--- src/rtl/traffic_ctrl_param.sv ---
// traffic_ctrl_param: two-road (highway HL / farm road FL) lamp controller with
// all-red clearance, minimum HL green, sticky FL/pedestrian requests, optional walk.
// Latency: registered outputs; lamps/phase change on the same edge as the state.
// Flow: no backpressure; c and ped_req are sampled every cycle and latched as requests.
// Optional feature macro: TRAFFIC_PED_EN (pedestrian walk phase; walk tied 0 otherwise).
// Ports: clk, rst (async active-low), c (FL sensor), ped_req (walk button pulse),
//        hl_green/hl_yellow/hl_red, fl_green/fl_yellow/fl_red, walk, phase[2:0].
module traffic_ctrl_param #(
   parameter int TW       = 8,
   parameter int T_HL_MIN = 16,
   parameter int T_YEL    = 3,
   parameter int T_CLR    = 2,
   parameter int T_FL_GRN = 8,
   parameter int T_WALK   = 6
) (
   input  logic       clk,
   input  logic       rst,
   input  logic       c,
   input  logic       ped_req,
   output logic       hl_green,
   output logic       hl_yellow,
   output logic       hl_red,
   output logic       fl_green,
   output logic       fl_yellow,
   output logic       fl_red,
   output logic       walk,
   output logic [2:0] phase
);

   localparam logic [2:0] HL_GRN = 3'd0;
   localparam logic [2:0] HL_YEL = 3'd1;
   localparam logic [2:0] CLR_A  = 3'd2;
   localparam logic [2:0] FL_GRN = 3'd3;
   localparam logic [2:0] FL_YEL = 3'd4;
   localparam logic [2:0] CLR_B  = 3'd5;
   localparam logic [2:0] WALK   = 3'd6;

   localparam logic [TW-1:0] HL_MIN_M1 = TW'(T_HL_MIN - 1);
   localparam logic [TW-1:0] YEL_M1    = TW'(T_YEL - 1);
   localparam logic [TW-1:0] CLR_M1    = TW'(T_CLR - 1);
   localparam logic [TW-1:0] FL_GRN_M1 = TW'(T_FL_GRN - 1);

   logic [2:0]    state, nxt;
   logic [TW-1:0] tmr;
   logic          fl_pend;
   logic          ped_pend;
   logic          walk_done;

`ifdef TRAFFIC_PED_EN
   localparam bit PED_ON = 1'b1;
   localparam logic [TW-1:0] WALK_M1 = TW'(T_WALK - 1);

   assign walk_done = (tmr == WALK_M1);

   // Cleared on the WALK entry edge; a button press on that edge is absorbed.
   always_ff @(posedge clk or negedge rst) begin
      if (!rst)
         ped_pend <= 1'b0;
      else if (nxt == WALK && state != WALK)
         ped_pend <= 1'b0;
      else if (ped_req && state != WALK)
         ped_pend <= 1'b1;
   end
`else
   localparam bit PED_ON = 1'b0;
   logic unused_ped;

   assign ped_pend   = 1'b0;
   assign walk_done  = 1'b1;
   assign unused_ped = ^{ped_req, TW'(T_WALK)};
`endif

   // State register
   always_ff @(posedge clk or negedge rst) begin
      if (!rst)
         state <= HL_GRN;
      else
         state <= nxt;
   end

   // Next-state logic; unlisted encodings (7, and 6 without the walk phase) recover to HL_GRN
   always_comb begin
      nxt = state;
      case (state)
         HL_GRN: if (tmr >= HL_MIN_M1 && (fl_pend || c || ped_pend)) nxt = HL_YEL;
         HL_YEL: if (tmr == YEL_M1) nxt = CLR_A;
         // WALK is only chosen when the sole outstanding request was a pedestrian one
         CLR_A:  if (tmr == CLR_M1) nxt = (fl_pend || c || !PED_ON) ? FL_GRN : WALK;
         FL_GRN: if (tmr == FL_GRN_M1) nxt = FL_YEL;
         FL_YEL: if (tmr == YEL_M1) nxt = CLR_B;
         CLR_B:  if (tmr == CLR_M1) nxt = ped_pend ? WALK : HL_GRN;
         WALK:   nxt = !PED_ON ? HL_GRN : (walk_done ? HL_GRN : WALK);
         default: nxt = HL_GRN;
      endcase
   end

   // Phase timer; holds at all-ones in HL_GRN so an idle highway never wraps
   always_ff @(posedge clk or negedge rst) begin
      if (!rst)
         tmr <= '0;
      else if (nxt != state)
         tmr <= '0;
      else if (!(state == HL_GRN && (&tmr)))
         tmr <= tmr + 1'b1;
   end

   // FL request; cleared on FL_GRN entry even if c is high on that same edge
   always_ff @(posedge clk or negedge rst) begin
      if (!rst)
         fl_pend <= 1'b0;
      else if (nxt == FL_GRN && state != FL_GRN)
         fl_pend <= 1'b0;
      else if (c && state != FL_GRN)
         fl_pend <= 1'b1;
   end

   // Output decode from the next state, registered so lamps move with the state
   logic [6:0] lamp_d;
   always_comb begin
      lamp_d = 7'b001_001_0;
      case (nxt)
         HL_GRN: lamp_d = 7'b100_001_0;
         HL_YEL: lamp_d = 7'b010_001_0;
         FL_GRN: lamp_d = 7'b001_100_0;
         FL_YEL: lamp_d = 7'b001_010_0;
         WALK:   lamp_d = {6'b001_001, PED_ON};
         default: lamp_d = 7'b001_001_0;
      endcase
   end

   always_ff @(posedge clk or negedge rst) begin
      if (!rst) begin
         {hl_green, hl_yellow, hl_red, fl_green, fl_yellow, fl_red, walk} <= 7'b100_001_0;
         phase <= HL_GRN;
      end else begin
         {hl_green, hl_yellow, hl_red, fl_green, fl_yellow, fl_red, walk} <= lamp_d;
         phase <= nxt;
      end
   end

endmodule
--- config.mk ---
export PLATFORM = sky130hd
export DESIGN_NAME = traffic_ctrl_param
export DESIGN_NICKNAME = d
export VERILOG_FILES = /design/src/rtl/traffic_ctrl_param.sv
export SDC_FILE = /design/constraint.sdc
export NUM_CORES = 1
export LEC_CHECK = 0
export CORE_ASPECT_RATIO = 2
export CORE_MARGIN = 4
export CORE_UTILIZATION = 40
export DETAILED_ROUTE_END_ITERATION = 8
export HOLD_SLACK_MARGIN = 0.1
export PLACE_DENSITY = 0.59
export REMOVE_ABC_BUFFERS = 1
export SETUP_SLACK_MARGIN = 0.4
export SYNTH_ARGS = -nofsm -noshare
export SYNTH_HDL_FRONTEND = slang
export SYNTH_SLANG_ARGS = --single-unit
--- constraint.sdc ---
create_clock -name clk -period 2.18 [get_ports clk]
set_input_delay 0.218 -clock clk [delete_from_list [all_inputs] [get_ports clk]]
set_output_delay 0.218 -clock clk [all_outputs]
set_load 0.1 [all_outputs]
==> flow_metrics.py <==
metrics = {
    "worst_setup_path": {
        "end_kind": "register",
        "path_delay_family": "compound AO/OA/AOI/OAI gates",
        "cp_cell_sequence": "inv_2 > ha_2 > or3b_1 > a211o_1 > a21boi_4 > buf_12 > nor3_1",
        "crit_slowest_cell": "dfrtp_1",
        "critPathKind": "reg2reg",
        "r2r_start": "tmr[0]",
        "reg2reg_depth": 7,
        "worstPathArrival_ns": 1.90,
        "timing.rr.end": "tmr[0]",
        "crit_required_ns": 2.29,
        "cp_max_fo": 8,
        "cp.buffers_inverters": 2,
        "r2r_setup_slack_ns": 0.39,
        "startpoint_type": "register",
        "cp_slowest_stage_delay_ns": 0.39,
    },
    "placed_design": {
        "routabilityCongestion": 0.852,
        "dp_cells": 150,
        "place_ws_ns": 0.229,
        "port_buffers": 11,
        "dpl-instance-area_sq_um": 1290,
        "dp_hpwl_microns": 2110,
    },
    "synth": {
        "synth_edf_count": 0,
        "synth.distinct_cells": 51,
        "ys.flop_type": "dfrtp_1",
        "synth_area_sq_um": 1160,
        "synth_warnings": 0,
        "ys_ff_latch": 18,
        "yosys.area.top_type": "dfrtp_1",
        "yosysSeqAreaShare_pct": 39.1,
        "async_reset_ff_share_pct": 100,
        "synthTopCellsByArea": "dfrtp_1, dfstp_2, nor4_4",
        "avgSynthCellArea_sq_um": 10.4,
        "synth_cells": 111,
        "synth_top_cell_area_share_pct": 34.6,
    },
    "global_routing": {
        "grt_usage_pct": 15.8,
        "grt_max_degree": 19,
        "grt_pass1_wl_microns": 4510,
        "overflow": 0,
        "grt_pass1_vias": 1004,
        "grt_antenna_before_repair": 0,
    },
    "run_status": {
        "status": "finished clean",
    },
    "detailed_routing": {
        "met1_length_microns": 942,
        "firstDrtPassIters": 4,
        "drt_wl_total_microns": 2790,
        "ant_nets": 0,
        "met3_length_microns": 89,
        "drc": 0,
        "vias": 988,
        "drt_iter0_markers": 23,
        "dr_wl_met2_microns": 1640,
        "wl_per_cell_microns": 16.7,
        "route.top_layer_used": "met4",
        "via_per_inst": 5.92,
    },
    "die": {
        "die-width_microns": 46.0,
        "core_area_sq_um": 2770,
        "row_count": 27,
        "initial_core_util_pct": 41.8,
        "die_h_microns": 84.1,
        "num_io_pins": 14,
        "die_area_sq_um": 3870,
    },
    "timing": {
        "maxSlewViolCount": 0,
        "worst_slack_ns": 0.392,
        "final.setup.tns_ns": 0,
        "clock_skew_ns": 0.00104,
        "hold_viol_final": 0,
        "worst_slew_margin_rel_pct": 65.5,
        "finalCritPeriodShare_pct": 82.0,
        "hold_ws_ns": 0.296,
        "layout_min_cycle_time_ns": 1.79,
        "rsz0062_at_grt": "yes",
        "max_freq_ghz": 0.559,
        "worst_pin_slew_ns": 0.516,
        "finalSetupViolations": 0,
    },
    "clock_tree": {
        "insertion_delay_ns": 0.25,
        "cts_tree": "yes",
        "ctsLongestPathBuffers": 2,
        "numCtsBuffers": 3,
        "root_buffer": "clkbuf_8",
        "cts.sinks": 18,
        "clk_pin_slew_worst_paths_ns": 0.06,
        "htreeDepth": 1,
    },
    "cells_and_area": {
        "area.growth.synth_to_final_pct": 28.3,
        "n_fill_cell": 246,
        "finalNetCount": 147,
        "drive_gt1_share_pct": 42.8,
        "final_cell_area_sq_um": 1490,
        "n_antenna_cell": 0,
        "final_cell_count_no_fill": 167,
    },
    "hold_path": {
        "hold_class": "in2async",
    },
    "run": {
        "max_cap_viol_count": 0,
    },
    "pwr": {
        "p_per_area_nw_per_um2": 1730,
        "p_leak_nw": 0.627,
        "ir_drop_v": 0.000640,
    },
}
[cell usage after synthesis (all sizes together) (2+ instances only)]
library cell,instances
dfrtp,16
a21oi,8
nor2,8
nor3,8
nand2,7
nor4,6
inv,5
buf,4
ha,3
nand2b,3
nand3,3
o21bai,3
a2111oi,2
a21boi,2
a21o,2
and2,2
clkbuf,2
dfstp,2
nand4,2
nor3b,2
[worst register-to-register path, cell delays in order (launching register included)]
cell and delay [ns]:
dfrtp_1 0.39, inv_2 0.07, ha_2 0.17, or3b_1 0.35, a211o_1 0.30, a21boi_4 0.18
buf_12 0.14, nor3_1 0.06
[area by class of cell]
class	instances	area (sq um)	share of cell area [%]
repair buffers	30	255	17.2
inverters	5	18.8	1.26
multi-input cells	82	673	45.3
clock buffers	3	41.3	2.78
flip-flops and latches	18	460	31.0
well taps	29	36.3	2.44
[sequential cells by signal (all words and copies together), names as in the netlist]
name       count
hl_red         1
hl_green       1
fl_red         1
hl_yellow      1
tmr            8
fl_green       1
fl_pend        1
phase          3
fl_yellow      1
[routing by layer]
layer / global-route usage (%) / up-vias
met5: 0 / -
met1: 14.4 / 482
met2: 28.6 / 26
met4: 10.6 / 0
met3: 2.38 / 12
li1: - / 468
[worst max path at each step]
stage	depth (start not counted)	end	startpoint
2_1_floorplan	4	phase[0]	phase[0]
3_3_place_gp	6	tmr[6]	tmr[0]
3_5_place_dp	6	tmr[0]	tmr[0]
4_1_cts	4	tmr[4]	tmr[6]
5_1_grt	4	phase[0]	tmr[6]
6_report	7	tmr[0]	tmr[0]
[per-stage QoR]
step                power [W]  utilization [%]
global route          0.00272             53.6
floorplan             0.00176                -
global placement      0.00211             46.4
detailed placement    0.00213             46.4
finish                0.00257             53.6
CTS                   0.00248             51.3
[cell usage in the layout (no fill, tap or decap), types with 4 or more instances in the layout]
cell      n
dfrtp_1  10
nor2_1    7
dfrtp_2   6
a21oi_1   7
nand2_1   6
buf_4    26
nor3_1    8
inv_1     4
[cell families (layout without fill, tap and decap cells)]
kind of cell	Yosys count	in the layout	synth area share, %
other	1	1	0.324
multiplexers	1	1	0.865
flip-flops	18	18	39.1
AO/OA/AOI/OAI	30	30	24.2
AND/OR/NAND/NOR	46	46	27.0
XOR/XNOR	1	1	0.757
adder cells (fa/ha/maj)	3	3	3.24
buffers and inverters	11	38	4.43
[what timing repair did]
| item | CTS | global route |
|---|---|---|
| endpoints found under the setup margin | 12 | 12 |
| pin swaps | 7 | 7 |
| hold buffers | 0 | 0 |
| setup buffers | 8 | 6 |
| gates resized for setup | 8 | 5 |
[power by group]
group	internal, W	leakage, nW	switching (W)	total, W
Combinational	0.000629	0.390	0.00111	0.00174
Sequential	0.000475	0.215	0.000131	0.000606
Clock	0.000123	0.0216	0.000107	0.000229
No activity file was read; power rests on OpenSTA's default activity.
